File: src/rtl/cpu_pkg.sv
`default_nettype none
// ============================================================================
//  Module      : cpu_pkg
//  Description : Shared CPU definitions: datapath widths, the default depth
//                of the fetched-instruction buffer and the fetch FSM states.
//  Ports       : none (package)
//  Revision    : 1.0 - initial release
// ============================================================================
package cpu_pkg;

  localparam int ADDR_W      = 32;
  localparam int INST_W      = 32;
  localparam int FETCH_DEPTH = 2;

  // IDLE : ready for a new PC (if the buffer has room)
  // REQ  : request on the memory port, waiting for grant
  // WAIT : granted, waiting for read data
  // DRAIN: granted request was flushed, its response must be swallowed
  typedef enum logic [1:0] {
    FETCH_IDLE  = 2'd0,
    FETCH_REQ   = 2'd1,
    FETCH_WAIT  = 2'd2,
    FETCH_DRAIN = 2'd3
  } fetch_state_e;

endpackage
`default_nettype wire

File: src/rtl/inst_fifo.sv
`default_nettype none
// ============================================================================
//  Module      : inst_fifo
//  Description : Fetched-instruction buffer. Stores {pc, instruction} pairs
//                in order; head entry is presented combinationally.
//  Ports       : clk_i, rst_i       - clock, synchronous active-high reset
//                push, wr_pc,
//                wr_inst            - write one entry at the tail
//                pop                - remove the head entry
//                flush              - empty the buffer (overrides push/pop)
//                full, empty        - occupancy status
//                head_pc, head_inst - head entry contents
//  Revision    : 1.0 - initial release
// ============================================================================
module inst_fifo
  import cpu_pkg::*;
#(
  parameter int DEPTH = FETCH_DEPTH
) (
  input  logic              clk_i,
  input  logic              rst_i,
  input  logic              push,
  input  logic [ADDR_W-1:0] wr_pc,
  input  logic [INST_W-1:0] wr_inst,
  input  logic              pop,
  input  logic              flush,
  output logic              full,
  output logic              empty,
  output logic [ADDR_W-1:0] head_pc,
  output logic [INST_W-1:0] head_inst
);

  localparam int              PTR_W    = (DEPTH > 1) ? $clog2(DEPTH) : 1;
  localparam logic [PTR_W:0]  FULL_CNT = (PTR_W + 1)'(DEPTH);

  logic [ADDR_W-1:0] pc_mem   [DEPTH];
  logic [INST_W-1:0] inst_mem [DEPTH];
  logic [PTR_W-1:0]  wr_ptr;
  logic [PTR_W-1:0]  rd_ptr;
  logic [PTR_W:0]    count;
  logic              do_push;
  logic              do_pop;

  assign full    = (count == FULL_CNT);
  assign empty   = (count == '0);
  assign do_push = push && !full && !flush;
  assign do_pop  = pop && !empty && !flush;

  // DEPTH is a power of two, so the pointers wrap by natural overflow.
  always_ff @(posedge clk_i) begin
    if (rst_i || flush) begin
      wr_ptr <= '0;
      rd_ptr <= '0;
      count  <= '0;
    end else begin
      if (do_push) wr_ptr <= wr_ptr + 1'b1;
      if (do_pop)  rd_ptr <= rd_ptr + 1'b1;
      case ({do_push, do_pop})
        2'b10:   count <= count + 1'b1;
        2'b01:   count <= count - 1'b1;
        default: count <= count;
      endcase
    end
  end

  // Storage needs no reset: contents are only observed while count > 0.
  always_ff @(posedge clk_i) begin
    if (do_push) begin
      pc_mem[wr_ptr]   <= wr_pc;
      inst_mem[wr_ptr] <= wr_inst;
    end
  end

  assign head_pc   = pc_mem[rd_ptr];
  assign head_inst = inst_mem[rd_ptr];

endmodule
`default_nettype wire

File: src/rtl/inst_fetch.sv
`default_nettype none
// ============================================================================
//  Module      : inst_fetch
//  Description : Instruction fetch stage. Accepts a PC, issues a single
//                outstanding read to instruction memory and buffers the
//                returned words for decode. A flush discards buffered and
//                in-flight fetches.
//  Ports       : clk_i, rst_i          - clock, synchronous active-high reset
//                pc_i, pc_valid_i,
//                pc_ready_o            - PC handshake from the PC stage
//                imem_req_o,
//                imem_addr_o,
//                imem_gnt_i            - memory request / grant
//                imem_rvalid_i,
//                imem_rdata_i          - memory read response
//                flush_i               - branch taken, drop everything
//                inst_valid_o, inst_o,
//                inst_pc_o,
//                inst_ready_i          - instruction handshake toward decode
//  Revision    : 1.0 - initial release
// ============================================================================
module inst_fetch
  import cpu_pkg::*;
#(
  parameter int DEPTH = FETCH_DEPTH
) (
  input  logic              clk_i,
  input  logic              rst_i,
  input  logic [ADDR_W-1:0] pc_i,
  input  logic              pc_valid_i,
  output logic              pc_ready_o,
  output logic              imem_req_o,
  output logic [ADDR_W-1:0] imem_addr_o,
  input  logic              imem_gnt_i,
  input  logic              imem_rvalid_i,
  input  logic [INST_W-1:0] imem_rdata_i,
  input  logic              flush_i,
  output logic              inst_valid_o,
  output logic [INST_W-1:0] inst_o,
  output logic [ADDR_W-1:0] inst_pc_o,
  input  logic              inst_ready_i
);

  fetch_state_e      state;
  fetch_state_e      state_next;
  logic [ADDR_W-1:0] pc_q;
  logic              accept;
  logic              push;
  logic              pop;
  logic              full;
  logic              empty;
  logic [ADDR_W-1:0] head_pc;
  logic [INST_W-1:0] head_inst;

  // A new PC is taken only when nothing is in flight, so the buffer can
  // never overflow from the response of an accepted PC.
  assign pc_ready_o   = (state == FETCH_IDLE) && !flush_i && !rst_i && !full;
  assign accept       = pc_valid_i && pc_ready_o;

  assign imem_req_o   = (state == FETCH_REQ) && !rst_i;
  assign imem_addr_o  = rst_i ? '0 : pc_q;

  assign inst_valid_o = !empty && !rst_i;
  assign inst_o       = inst_valid_o ? head_inst : '0;
  assign inst_pc_o    = inst_valid_o ? head_pc   : '0;
  assign pop          = inst_valid_o && inst_ready_i;

  always_comb begin
    state_next = state;
    push       = 1'b0;
    case (state)
      FETCH_IDLE: begin
        if (accept) state_next = FETCH_REQ;
      end
      FETCH_REQ: begin
        // A grant coinciding with flush still launches the read; its data
        // must be swallowed in DRAIN.
        if (imem_gnt_i)   state_next = flush_i ? FETCH_DRAIN : FETCH_WAIT;
        else if (flush_i) state_next = FETCH_IDLE;
      end
      FETCH_WAIT: begin
        if (imem_rvalid_i) begin
          state_next = FETCH_IDLE;
          push       = !flush_i;
        end else if (flush_i) begin
          state_next = FETCH_DRAIN;
        end
      end
      FETCH_DRAIN: begin
        if (imem_rvalid_i) state_next = FETCH_IDLE;
      end
      default: state_next = FETCH_IDLE;
    endcase
  end

  always_ff @(posedge clk_i) begin
    if (rst_i) begin
      state <= FETCH_IDLE;
      pc_q  <= '0;
    end else begin
      state <= state_next;
      if (accept) pc_q <= pc_i;
    end
  end

  inst_fifo #(
    .DEPTH (DEPTH)
  ) u_inst_fifo (
    .clk_i     (clk_i),
    .rst_i     (rst_i),
    .push      (push),
    .wr_pc     (pc_q),
    .wr_inst   (imem_rdata_i),
    .pop       (pop),
    .flush     (flush_i),
    .full      (full),
    .empty     (empty),
    .head_pc   (head_pc),
    .head_inst (head_inst)
  );

endmodule
`default_nettype wire

File: config.mk
export PLATFORM = sky130hd
export DESIGN_NAME = inst_fetch
export DESIGN_NICKNAME = d
export VERILOG_FILES = /design/src/rtl/cpu_pkg.sv /design/src/rtl/inst_fifo.sv /design/src/rtl/inst_fetch.sv
export SDC_FILE = /design/constraint.sdc
export NUM_CORES = 1
export LEC_CHECK = 0
export BUFFER_PORTS_ARGS = -buffer_cell sky130_fd_sc_hd__buf_4
export CORE_UTILIZATION = 25
export CTS_CLUSTER_DIAMETER = 50
export DETAILED_ROUTE_END_ITERATION = 10
export SLEW_MARGIN = 30
export SYNTH_ARGS = -nofsm -noshare
export SYNTH_HDL_FRONTEND = slang
export SYNTH_SLANG_ARGS = --single-unit
File: constraint.sdc
create_clock -name clk_i -period 5.1 [get_ports clk_i]
set_clock_uncertainty 0.1 [all_clocks]
set_input_delay 0.51 -clock clk_i [delete_from_list [all_inputs] [get_ports clk_i]]
set_output_delay 0.51 -clock clk_i [all_outputs]
set_load 0.02 [all_outputs]
# Word level (Yosys, flattened, before mapping)
# Memory sizes are Yosys's and may differ from the RTL's. A register that Yosys moved wholly into a read port is not among the register bits.
# Cells that the tools add are included.
[word_totals]
ff_bits = 38
mem_bits_rw = 128
input_bits = 71
output_inout_bits = 99
wordCells = 61
mem_count = 2
[mem_list]
columns = ["memory", "words", "width", "read_ports", "rd_ports_with_merged_regs", "write_ports", "line_no", "text"]
rows = [
  ["u_inst_fifo.inst_mem", 2, 32, 1, 1, 1, "inst_fifo.sv:37", "logic [INST_W-1:0] inst_mem [DEPTH];"],
  ["u_inst_fifo.pc_mem", 2, 32, 1, 1, 1, "inst_fifo.sv:36", "logic [ADDR_W-1:0] pc_mem [DEPTH];"],
]
[classes]
n_addsub = 4
n_eq_ne = 10
muxes = 20
reduce_logical = 20
[op_table]
columns = ["operator", "count"]
rows = [
  ["2-to-1 mux 32 bit", 3],
  ["2-to-1 mux 2 bit", 6],
  ["logical AND 1 bit", 11],
  ["2-to-1 mux 1 bit", 9],
  ["equality test 2 bit (second input constant)", 4],
  ["case mux 2 bit (4 select lines)", 1],
  ["inequality test 3 bit (second input constant)", 2],
  ["equality test 2 x 1 -> 1 bit (second input constant)", 2],
  ["logical NOT 1 bit", 4],
  ["logical NOT 2 bit", 2],
  ["inequality test 2 bit (second input constant)", 2],
  ["case mux 2 bit (2 select lines)", 1],
  ["AND reduction 4 bit", 1],
  ["adder 1 bit (second input constant)", 2],
  ["adder 2 x 1 -> 2 bit (second input constant)", 1],
  ["nonzero test 2 bit", 1],
  ["subtractor 2 x 1 -> 2 bit (second input constant)", 1],
  ["logical OR 1 bit", 1],
]

# Depth between registers and ports, before layout
# Gate-level depths: netlist (run 1).
[depth]
depth_word = 8
ltp_mapped = 7
ltp_nobuf = 6

# Modules after synthesis
# Synthesis (run 1) repeated with hierarchy kept, for this count alone.
[hier_totals]
hier_cells = 454
area_unflattened_um2 = 7006.7
[modules_own_cells]
columns = ["mod", "n_inst", "cells_each", "area_per_inst_um2", "seq_area_each_um2"]
rows = [
  ["inst_fifo", 1, 227, 4830.9, 3943.8],
  ["inst_fetch", 1, 227, 2175.8, 680.7],
]

# Worst setup path before layout (run 1)
# OpenSTA, ideal clock, no wires.
[synth_path]
path_type = "input port to flip-flop"
start = "in flush_i"
end = "mem u_inst_fifo.inst_mem[0][0], enable pin"
setup_time_ns = 0.487
t_arrival_ns = 3.509
required_time_ns = 4.513
path_slack_ns = 1.005
path_stages = 3
path_buffers = 0
cell_sequence = "nor2_1 nand4_1 nor2_1"
[synth_via]
elab_chain_len = 7
[synth_lines]
columns = ["element", "line_no", "text"]
rows = [
  ["start: declaration", "inst_fetch.sv:37", "input logic flush_i,"],
  ["logical NOT 1 bit (*)", "inst_fifo.sv:46, inst_fetch.sv:84", ""],
  ["2-to-1 mux 1 bit", "inst_fetch.sv:82", "if (imem_rvalid_i) begin"],
  ["2-to-1 mux 1 bit", "inst_fetch.sv:71", "case (state)"],
  ["logical AND 1 bit", "inst_fifo.sv:46", "assign do_push = push && !full && !flush;"],
  ["logical AND 1 bit (*)", "inst_fifo.sv:46", ""],
  ["2-to-1 mux 1 bit (*)", "inst_fifo.sv:68", "if (do_push) begin"],
  ["2-to-1 mux 1 bit (not written as such) (*)", "inst_fifo.sv:70", "inst_mem[wr_ptr] <= wr_inst;"],
  ["end: declaration", "inst_fifo.sv:37", ""],
]
# Mark *: on every way between the ends. The rest lies on a longest branch, timed or not.

==> results of run 1 <==
## cell usage after synthesis
master / instances / area (µm²)
a2111oi_1: 1 / 10.0
a21oi_1: 1 / 5.00
and2b_1: 4 / 30.0
and3_1: 1 / 6.26
buf_2: 17 / 85.1
buf_6: 3 / 33.8
clkbuf_1: 5 / 18.8
dfxtp_1: 39 / 781
edfxtp_1: 128 / 3840
ha_1: 1 / 12.5
inv_1: 2 / 7.51
mux2_2: 34 / 383
mux2i_1: 64 / 641
nand2_1: 1 / 3.75
nand2b_1: 1 / 6.26
nand2b_2: 1 / 8.76
nand4_1: 1 / 6.26
nand4_4: 1 / 21.3
nor2_1: 78 / 293
nor2b_1: 60 / 375
o21a_1: 1 / 7.51
o21ai_0: 2 / 10.0
o21bai_1: 1 / 7.51
or2_2: 1 / 6.26
or3_1: 1 / 6.26
xnor2_1: 2 / 17.5
xor2_1: 2 / 17.5
## cell type report
cell class | count | area (µm²) | share of cell area, %
inverter | 2 | 7.51 | 0.0839
clock inverter | 11 | 149 | 1.66
clock buffer | 21 | 460 | 5.15
tap | 335 | 419 | 4.69
multi-input combinational | 259 | 1900 | 21.3
sequential | 167 | 4630 | 51.7
timing repair buffer | 175 | 1380 | 15.4
## logic make-up after synthesis
group,after synthesis,synth area share [%]
XOR/XNOR,4,0.527
AO/OA/AOI/OAI,6,0.603
flip-flops,167,69.6
AND/OR/NAND/NOR,150,11.5
buffers and inverters,27,2.18
adder cells (fa/ha/maj),1,0.188
multiplexers,98,15.4
## flip-flops by register name, summed over array words and instances (netlist names), named ones only
register and flops:
u_inst_fifo.wr_ptr 1, pc_q 32, state 2, u_inst_fifo.rd_ptr 1, u_inst_fifo.count 2, u_inst_fifo.pc_mem 64, u_inst_fifo.inst_mem 64
## per-layer routing
| layer | track usage, % | routed length, µm | vias to the layer above |
|---|---|---|---|
| li1 | - | - | 1941 |
| met1 | 13.6 | 6740 | 1870 |
| met2 | 16.5 | 6390 | 124 |
| met3 | 4.14 | 1020 | 11 |
| met4 | 2.50 | 117 | 0 |
| met5 | 0 | 0 | - |
## path summary, 6_finish.rpt
kind	slack [ns]	endpoint	depth (start not counted)
worst max-delay path	2.12	inst_pc_o[9]	4
worst min-delay path	0.18	u_inst_fifo.inst_mem[0][27]	1
worst max register to register	2.71	u_inst_fifo.inst_mem[1][25]	4
worst min register to register	0.35	u_inst_fifo.pc_mem[0][27]	0
## where the power goes
part / switching, W / internal, W
registers: 0.00000861 / 0.00147
clock network: 0.000524 / 0.000798
logic: 0.0000530 / 0.0000690
## stage by stage
step / cell area, µm² / power [W] / util, %
2_1_floorplan: 6640 / 0.00157 / -
3_3_place_gp: 8280 / 0.00163 / 31.8
3_5_place_dp: 8330 / 0.00164 / 32.0
4_1_cts: 8940 / 0.00297 / 34.3
5_1_grt: 8940 / 0.00304 / 34.3
6_report: 8940 / 0.00293 / 34.3
==> results.md, run 1 <==
- The final cycle utilization of the critical path is 58.5%.
- The clock edge transition at the registers on the reported setup and hold paths is around 0.060 ns.
- The number of instances in the synthesized netlist is 453.
- 0 antenna diodes ended up in the layout.
- The number of primary I/O pins is 170.
- The first routing iteration left 154 violations.
- In the final timing run, aggregate negative setup slack is 0 ns.
- Summing over every cut layer, the via total after detailed routing is around 4000.
- The required arrival time at the worst endpoint is approximately 4.5 ns.
- The wire length per cell is 14.7 µm.
- The cell type group with the largest total delay on the critical path is flip-flops.
- The HPWL after detailed placement is 9440 µm.
- The width of the die is 165 µm.
- TritonCTS built the clock tree.
- STA puts the critical path data arrival time at 2.37 ns.
- The clock sink count is 167.
- The number of placement rows is 59.
- Walking the worst path, the cells encountered are buf_4 > mux2i_1 > nor2_1 > buf_4.
- Setup repair after global routing left no endpoint under its margin.
- The die is between 150 and 200 µm tall.
- The final-report max-slew violation count is 0.
- The Yosys warning count is 0.
- The layout net count is 694.
- After filler insertion, the fill cell instance count of the layout stands at 2579.
- For this configuration, the core starts out at a cell density of 25.5%.
- Yosys mapped the design onto 27 distinct sky130hd cell types.
- The startpoint of the worst hold path is imem_rdata_i[27].
- The largest stage delay on the critical path is 0.77 ns.
- The first global-routing pass estimated 21500 µm of wire.
- Summing every instance area after synthesis gives 6640 µm².
- The fraction of final layout cells with drive strength greater than 1 is roughly two fifths.
- Sequential cells were found to cover between 60 and 70% of the synthesized design area.
- The worst register-to-register path begins at u_inst_fifo.count[0].
- For this run, the total global-route usage over all layers was measured as 10.6%.
- The pin count of the biggest net entering global routing is 71.
- The library cell contributing the largest single delay on the critical path is dfxtp_4.
- The number of remaining DRC errors is 0.
- The time the final worst path needs with I/O delays and setup is 2.98 ns.
- The clock reaches the later pin of the worst-skew pair after around 0.41 ns.
- In this run the standard cell core region covers roughly 26000 µm².
- The number of port buffers is 169.
- The maximum count of clock buffers along a single path is 2.
- The number of gates resized after CTS was 0.
- Power spread over the standard cell area amounts to between 300 and 400 nW/µm².
- In the layout the commonest cells are buf_4, edfxtp_1, nor2_1.
- The average cell area after synthesis is 14.7 µm².
- The type of the worst setup path is flop to output port.
- The synthesized net count is around 530.
- The total setup buffers inserted after CTS is 0.
- The buffer and inverter count on the worst path is 2.
- The maximum fanout encountered on the critical timing path is 35.
- The cell sitting at the root of the clock tree is a clkbuf_16.
- Global routing finished with a remaining overflow of 0.
- The clock buffer count from CTS is 17.
- The number of search-and-repair iterations in the first detailed-routing pass is 4.
- The number of failing hold endpoints at the final stage came to 0.
- Prior to clock tree synthesis, the placed netlist has a worst setup slack of 2.06 ns.
- In this run, placement finished with an instance count of 938.
- The vias per cell is just over 4.
- The routability congestion estimate from global placement is 0.701.
- In this run the remaining antenna-violating nets after routing total 0.
- In this run the static leakage power is 3.27 nW.
- Counting flops and latches in the post-synthesis netlist gives around 170.
- The class of the most critical hold timing path is input pin to flop.
- The number of antenna violations at the first check in global routing is 0.
- Across the VDD grid, the largest voltage drop is 0.000162 V.
- Summed over all layers, the routed wires come to 14300 µm.
- The total of endpoints with negative setup slack in the final report is 0.
- Across the run, the number of max-cap violations was 0.
- Setup slack closes at 2.12 ns.
- Final hold analysis gives a worst-case slack of 0.178 ns.
- At the pin with the least slew margin, the transition time is approximately 0.74 ns.
- The via count of the first global-routing pass was between 3000 and 4000.
- Leaving out fill and tap cells, the most frequent cell in the layout is buf_4.
- The top achievable clock speed is between 300 and 400 MHz.
- The final instance count without filler cells is 970.
- In this run the tightest slew margin relative to its limit is 50.3%.
- The H-tree was split into 4 levels.
- From synthesis to final layout, the design area changed by 34.6%.
- Counting stages on the worst path, the most repeated cell is buf_4.
- STA classifies the critical path startpoint as a flop.
- The die covers 27200 µm².
- The endpoint class of the critical path is an output port.
- The hold-fix buffer count after cts is 0.
- The run finished with clean final reports.
Note: power is estimated with default switching activity, not from simulation.
==> run 2, diff against run 1 <==
- ABC_AREA: unset -> 1
- clock period: 5.1 -> 2.4 ns (I/O delays scaled with it)
==> run 2 against run 1 <==
Critical path depth rose by 1; cell area up 11%; die area rose by 5.9%; cell count rose by 27%; critical path type unchanged; critical endpoint is now inst_pc_o[27]; largest cell class unchanged; highest routed layer unchanged.
==> results.md, run 2 <==
- The final-report max-slew violation count was 0.
- The tightest min-delay check is of the input pin to flop type.
- The quantity of gates resized following cts is 0.
- The antenna diode instance count is 0.
- The worst path uses 91.3% of the clock period.
- The initial utilization of the core area, before any placement, comes to 25.4%.
- The end of the worst register-to-register path is u_inst_fifo.inst_mem[1][27].
- Across all layers, the routed design uses 4885 vias.
- Leaving out fill and tap cells, the most frequent cells in the layout are buf_4, edfxtp_1, inv_1.
- The run finished with clean final reports.
- The via count of the first global-routing pass is 4902.
- TritonCTS built the clock tree.
- The wire length per cell is 12.9 µm.
- The worst register-to-register path begins at state[1].
- Port buffering added 169 buffers.
- The largest stage delay on the critical path is 0.50 ns.
- Setup repair after global routing left no endpoint under its margin.
- The number of failing hold endpoints at the final stage came to 0.
- The critical path ends at inst_pc_o[27].
- Counting every sink on the clock net gives 167.
- Among the stages of the critical path, the cell type that occurs most often is buf_4.
- The number of primary I/O pins is 170.
- After detailed routing, the total wire length is 16000 µm.
- The floorplan step defined a die boundary enclosing 28800 µm².
- Data on the critical path arrives at its endpoint at about 1.9 ns.
- The buffer and inverter count on the worst path is 3.
- At the end of the flow, the number of nets in the layout was about 900.
- The time the final worst path needs with I/O delays and setup is 2.19 ns.
- The type of the worst setup path is flop to output port.
- The combinational share of power is 7.0%.
- From synthesis to final layout, the design area changed by 41.4%.
- The count of cells in the finished layout, fillers not included, comes to 1235.
- By count the netlist is led by edfxtp_1, inv_1, nor2_1, nand2_1, mux2_2.
- In the synthesized netlist, the number of instances is 611.
- The Yosys warning count is 0.
- The first global-routing pass estimated 24800 µm of wire.
- The maximum fanout encountered on the critical timing path is 17.
- The remaining max-slew budget at the tightest pin is 60.8%.
- For this run, the top clock speed supported by timing is ~460 MHz.
- Across the VDD grid, the largest voltage drop is 0.000317 V.
- The root buffer cell is clkbuf_16.
- The CTS H-tree depth is 4.
- The depth of the worst register-to-register path is 5.
- In the post-synthesis netlist, the biggest area contributors are edfxtp_1, dfxtp_1, mux2_2.
- The routability congestion estimate from global placement is 0.722.
- The core region area is 27700 µm².
- The worst setup path is captured at an output port.
- The vias per cell is 3.96.
- The sequential share of the synthesized area is 65.7%.
- The average cell area after synthesis is 11.5 µm².
- The signal on the critical path passes through buf_4 > mux2_2 > nand2_1 > inv_1 > buf_4.
- Cells fill 35.9% of the core in the end.
- The area share of the largest cell type after synthesis is between 50% and 60%.
- Measured along the y axis, the die boundary spans 170 µm.
- The netlist area before placement is 7040 µm².
- Of all cell types, the one taking the most synthesized area is edfxtp_1.
- The floorplan has 61 rows.
- After the first detailed-routing iteration, the DRC count stood at between 200 and 250.
- For this run, the detailed router's first-pass iteration total came to 4.
- The clock reaches the later pin of the worst-skew pair after around 0.42 ns.
- The portion of total power attributed to the clock network is 42.5%.
- The share of total power dissipated in sequential elements is 50.6%.
- Of the cells placed in the final design, the portion with a size suffix greater than 1 is 36.2%.
- Buffers inserted during clock tree synthesis total 17.
- The analysis attributes to net switching a power of ~0.0014 W.
- The number of maximum-capacitance violations is 0.
- Yosys mapped the design onto 26 distinct sky130hd cell types.
- The commonest register cell after synthesis is edfxtp_1.
- The synthesized net count is 683.
- At the pin with the least slew margin, the transition time is 0.589 ns.
- The cell type group with the largest total delay on the critical path is flip-flops.
- The switching part of the total is 22.2%.
- The setup slack on the worst flop-to-flop path is 0.41 ns.
- After routing the design area is 9950 µm².
- The maximum count of clock buffers along a single path is 2.
- The number of cells after detailed placement is 1139.
- The largest registers in the layout are u_inst_fifo.inst_mem x64, u_inst_fifo.pc_mem x64, pc_q x32.
- The synthesized design contains 167 register bits.
- The most common cell after layout, fill and taps aside is buf_4.
- In the synthesized netlist the async set-or-reset flop fraction comes to 0%.
- The number of logic stages on the critical path including buffering is 5.
- The overall fraction of global-route tracks in use is between 10% and 20%.
- Detailed placement ended at an HPWL of 10200 µm.
- The standby leakage power is 4.35 nW.
- The internal power of the cells is 0.00493 W.
- The width of the die is 170 µm.
- STA classifies the critical path startpoint as a flop.
- The area of placed instances is 8740 µm².
- Yosys mapped a number of flops with a built-in enable equal to ~130.
- The number of antenna violations at the first check in global routing is 0.
- The required arrival time at the worst endpoint is between 2 and 2.5 ns.
- After detailed routing, the number of remaining DRC violations is 0.
- The total overflow left after global routing is 0.
- Clock-pin slew was measured on the worst setup and hold paths at 0.07 ns.
- The number of fillers in the final layout is 2728.
- The cell with the most instances after synthesis is edfxtp_1.
- Once detail routing completed, the nets flagged for antenna violations numbered 0.
- The pin count of the biggest net entering global routing is between 60 and 70.
- The library cell contributing the largest single delay on the critical path is dfxtp_4.
- The total power divided by cell area is 636 nW/µm².
- The total of endpoints with negative setup slack in the final report is 0.
## run 2: changes by cell type in the layout (fill, tap and decap cells not counted), moves of 31 or more
cell and change:
nor2_2 +31, mux2i_1 -64, dlygate4sd3_1 +64, nor2b_1 -60
inv_1 +107, nand2_1 +75
## run 2: cells by family (layout without fill, tap and decap cells)
logic type | after synthesis | count (layout) | share of synthesized area, %
xor gates and xnor gates | 1 | 1 | 0.124
AOI/OAI and AO/OA | 44 | 44 | 3.13
and+or+nand+nor | 197 | 197 | 12.3
muxes | 64 | 64 | 10.2
buffers and inverters | 137 | 383 | 8.32
DFF | 167 | 167 | 65.7
adders and majority gates | 1 | 1 | 0.178
## run 2: worst min path at each step
stage / start / endpoint / cells after the start
floorplan: imem_rdata_i[0] / u_inst_fifo.inst_mem[0][0] / 0
global placement: imem_rdata_i[27] / u_inst_fifo.inst_mem[0][27] / 1
detailed placement: imem_rdata_i[27] / u_inst_fifo.inst_mem[1][27] / 1
CTS: flush_i / u_inst_fifo.wr_ptr / 4
global route: flush_i / u_inst_fifo.wr_ptr / 4
finish: flush_i / u_inst_fifo.count[0] / 4
## run 2: what timing repair did
item / CTS / global route
hold buffers: 64 / 0
hold endpoints to repair: 96 / 0
buffers inserted: 0 / 0
## run 2: cell type report
| cell class | instances | area, µm² | share of cell area [%] |
|---|---|---|---|
| Clock buffer | 18 | 429 | 4.31 |
| Sequential cell | 167 | 4630 | 46.5 |
| Multi-Input combinational cell | 307 | 1850 | 18.6 |
| Timing Repair Buffer | 241 | 2010 | 20.2 |
| Inverter | 110 | 415 | 4.17 |
| Clock inverter | 14 | 148 | 1.48 |
| Tap cell | 378 | 473 | 4.75 |
## run 2: power groups by stage
stage               Clock, W  Combinational (W)  Sequential [W]
floorplan                  0           0.000191         0.00325
global placement           0           0.000358         0.00326
detailed placement         0           0.000362         0.00327
CTS                  0.00279           0.000447         0.00320
global route         0.00290           0.000485         0.00321
finish               0.00269           0.000440         0.00320
## run 2: worst register-to-register path, delay by kind of cell, from the launching register on
kind | cells | cell delay (ns)
buffers and inverters | 2 | 0.38
flip-flops | 1 | 0.37
AND/OR/NAND/NOR | 3 | 0.66
## run 2: layer usage
layer	vias up	global-route usage, %	routed length, µm
met2	96	19.8	8060
li1	2438	-	-
met1	2341	13.7	7220
met3	10	2.16	491
met4	0	3.84	184
met5	-	0	0
## run 2: metrics by stage
stage	setup TNS (ns)	setup slack, ns	total power (W)	hold slack [ns]
final	0	0.210	0.00633	0.0496
after global routing	0	0.0685	0.00659	0.0377
after CTS	0	0.116	0.00644	0.0271
after detailed placement	0	0.441	0.00363	0.328
after global placement	0	0.474	0.00362	0.328
after floorplan	-77.73	-0.607	0.00344	0.239
==> run 3, diff against run 2 <==
- CORE_UTILIZATION: 25 -> 45
- PLACE_DENSITY: unset -> 0.72
- SETUP_SLACK_MARGIN: unset -> 0.5
==> run 3 against run 2 <==
Via count is 7.3% higher; critical path depth is 1 higher; clock-buffer cell count is 6 higher; global-route usage is 8.1 points higher; first-iteration DRC count is 43% higher; cell count is 12% lower; non-clock buffer count is 18 higher; hold slack worse by 0.0033 ns; combinational power is 3% higher; sequential share of layout area is 3.4 points lower; utilization is 34 points higher; critical endpoint is now inst_o[10]; largest power group unchanged.
==> results.md, run 3 (synthesized netlist as in run 2, its figures left out) <==
- The initialized floorplan defines 45 standard-cell rows.
- Counting cells, the worst reg-to-reg path comes to 6.
- Overall power consumption after layout is estimated at 0.00620 W.
- The wire length per cell is between 15 and 20 µm.
- The class of the most critical hold timing path is input pin to flop.
- In the final design database the tool counted 934 nets.
- The area taken by multi-input logic gates is 2250 µm².
- The number of port buffers is 169.
- The maximum fanout encountered on the critical timing path is 6.
- For this run, the number of standard cells in the final layout without fillers is 1086.
- The die footprint is between 15000 and 20000 µm².
- The count of nets left with antenna violations once routing finished came out at 0.
- The routed design has between 15000 and 20000 µm of wire.
- The antenna diode instance count is 0.
- The number of search-and-repair iterations in the first detailed-routing pass is 5.
- The height of the die is around 130 µm.
- The clock sink count is 167.
- The type of the worst setup path is flop to output port.
- STA classifies the critical path startpoint as a flop.
- The HPWL after detailed placement is 9190 µm.
- The total grt overflow is 0.
- The clock passes through at most 2 buffers.
- between 150 and 200 I/O pins were placed.
- The launching point of the worst reg2reg path is state[1].
- For this run, the total global-route usage over all layers was measured as about a fifth.
- Setup violations remaining at the end of the flow were counted as 0.
- The number of cells after detailed placement is 971.
- In this run the power density over the cells is ~580 nW/µm².
- The number of failing hold endpoints at the final stage was 0.
- Setup repair after global routing could not meet its margin everywhere.
- The tool flagged a number of max-cap violations equal to 0.
- The total number of vias is ~5200.
- The final critical path takes up 82.8% of the cycle.
- The post-route netlist has 50.4% of its cells at a drive strength greater than 1.
- The end of the worst register-to-register path is u_inst_fifo.pc_mem[0][22].
- For the worst-skew pair, the clock arrives at the later sink with an insertion delay of 0.42 ns.
- The flow ran to the end, and the final reports show no timing, DRC or antenna violations.
- The smallest clock period supported by the final layout is computed as between 1.5 and 2 ns.
- The worst setup path is captured at an output port.
- Hold is met by approximately 0.046 ns.
- The tree is rooted in a clkbuf_16.
- The final standard cell utilization of the core is 70.4%.
- In the layout the commonest cells are edfxtp_1, buf_4, nor2_1.
- The slew at the pin with the worst max-slew slack is 0.945 ns.
- The number of clock buffers added by TritonCTS is 17.
- The H-tree was split into 4 levels.
- The global-route wire length before repair is 23500 µm.
- The analysis attributes to cell leakage a power of ~4.7 nW.
- Headroom to the max-slew limit came out at 36.9%.
- For this configuration, the core starts out at a cell density of 46.1%.
- The number of remaining DRC errors is 0.
- For this run, the top clock speed supported by timing is 503 MHz.
- The register area is ~4600 µm².
- The setup slack on the worst flop-to-flop path is ~0.65 ns.
- The maximum resistive drop on vdd is 0.000488 V.
- Using the TritonRoute via totals, the vias-per-cell ratio works out to roughly 4.8.
- In the final layout, the registers with the most flip-flops are u_inst_fifo.inst_mem x64, u_inst_fifo.pc_mem x64, pc_q x32.
- The worst hold path passes through 4 cells.
- After floorplanning, the core was sized to cover 15300 µm².
- The final-report max-slew violation count was 0.
- The worst hold path endpoint is u_inst_fifo.count[0].
- The via count of the first global-routing pass is 4848.
- The accumulated negative setup slack is 0 ns.
- The post-synthesis to final-layout area growth is 52.5%.
- After clock tree synthesis, the clock-pin slew on the worst setup and hold paths is 0.06 ns.
- The startpoint of the worst hold path is flush_i.
- The number of fillers in the final layout is between 1000 and 1500.
- The routability congestion estimate from global placement is 0.817.
- Entering global routing, the biggest net connects 65 pins.
- Data arrives at the worst endpoint at around 1.7 ns.
- The TritonCTS clock tree is done.
- The die is 127 µm wide.
- The number of antenna violations at the first check in global routing is 0.
- Data on the critical path is required at its endpoint by 2.06 ns.
- The most common cell after layout, fill and taps aside is edfxtp_1.
- In this run, the number of DRC markers left after iteration 0 of detailed routing was 295.
run 3: changes by cell type in the layout (fill, tap and decap cells not counted), sizes merged:
cell / delta
clkbuf: +14
buf: +10
inv: -4
bufinv: -1
clkinv: -1
run 3: through the flow:
stage               area [µm²]  setup slack [ns]
finish                   10700             0.413
global route             10700             0.351
CTS                       9790             0.355
detailed placement        8520             0.525
global placement          8520             0.587
floorplan                 7060            0.0654
run 3: how the worst max path moves through the flow:
stage / from / endpoint / cells past startpoint
4_1_cts: flop / inst_pc_o[17] / 5
3_5_place_dp: state[1] / u_inst_fifo.inst_mem[0][2] / 5
5_1_grt: flop / inst_o[30] / 6
3_3_place_gp: state[1] / u_inst_fifo.inst_mem[0][10] / 5
6_report: flop / inst_o[10] / 6
2_1_floorplan: state[1] / u_inst_fifo.inst_mem[0][0] / 4
run 3: layout make-up:
class	instances	area share, %
Sequential cell	167	43.1
Timing Repair Buffer	259	24.4
Multi-Input combinational cell	307	20.9
Clock buffer	24	4.49
Inverter	110	3.87
Tap cell	211	2.46
Clock inverter	8	0.664
run 3: critical path, stage by stage (launching register included):
cell and delay, ns:
dfxtp_4 0.38, buf_12 0.15, clkbuf_16 0.17, mux2_4 0.30, nand2_2 0.07, inv_2 0.03
buf_6 0.12
run 3: metal layers:
layer	vias to the layer above	global-route usage, %	part of all wire, %
met5	-	0	0
met4	0	8.26	2.1
met3	33	4.73	3.9
met2	173	33.3	52
met1	2548	23.1	42
li1	2487	-	-
run 3: where the power goes:
part | switching [W] | total, W | internal [W]
logic | 0.000224 | 0.000454 | 0.000230
registers | 0.0000477 | 0.00320 | 0.00316
clock network | 0.00104 | 0.00254 | 0.00150
total | 0.00131 | 0.00620 | 0.00489
run 3: timing repair:
item	4_1_cts	5_1_grt
gates resized for setup	7	247
setup endpoints to repair	65	194
endpoints found under the hold margin	96	0
setup buffers	0	7
cloned	2	10
pin swaps	0	2
hold buffers	64	0
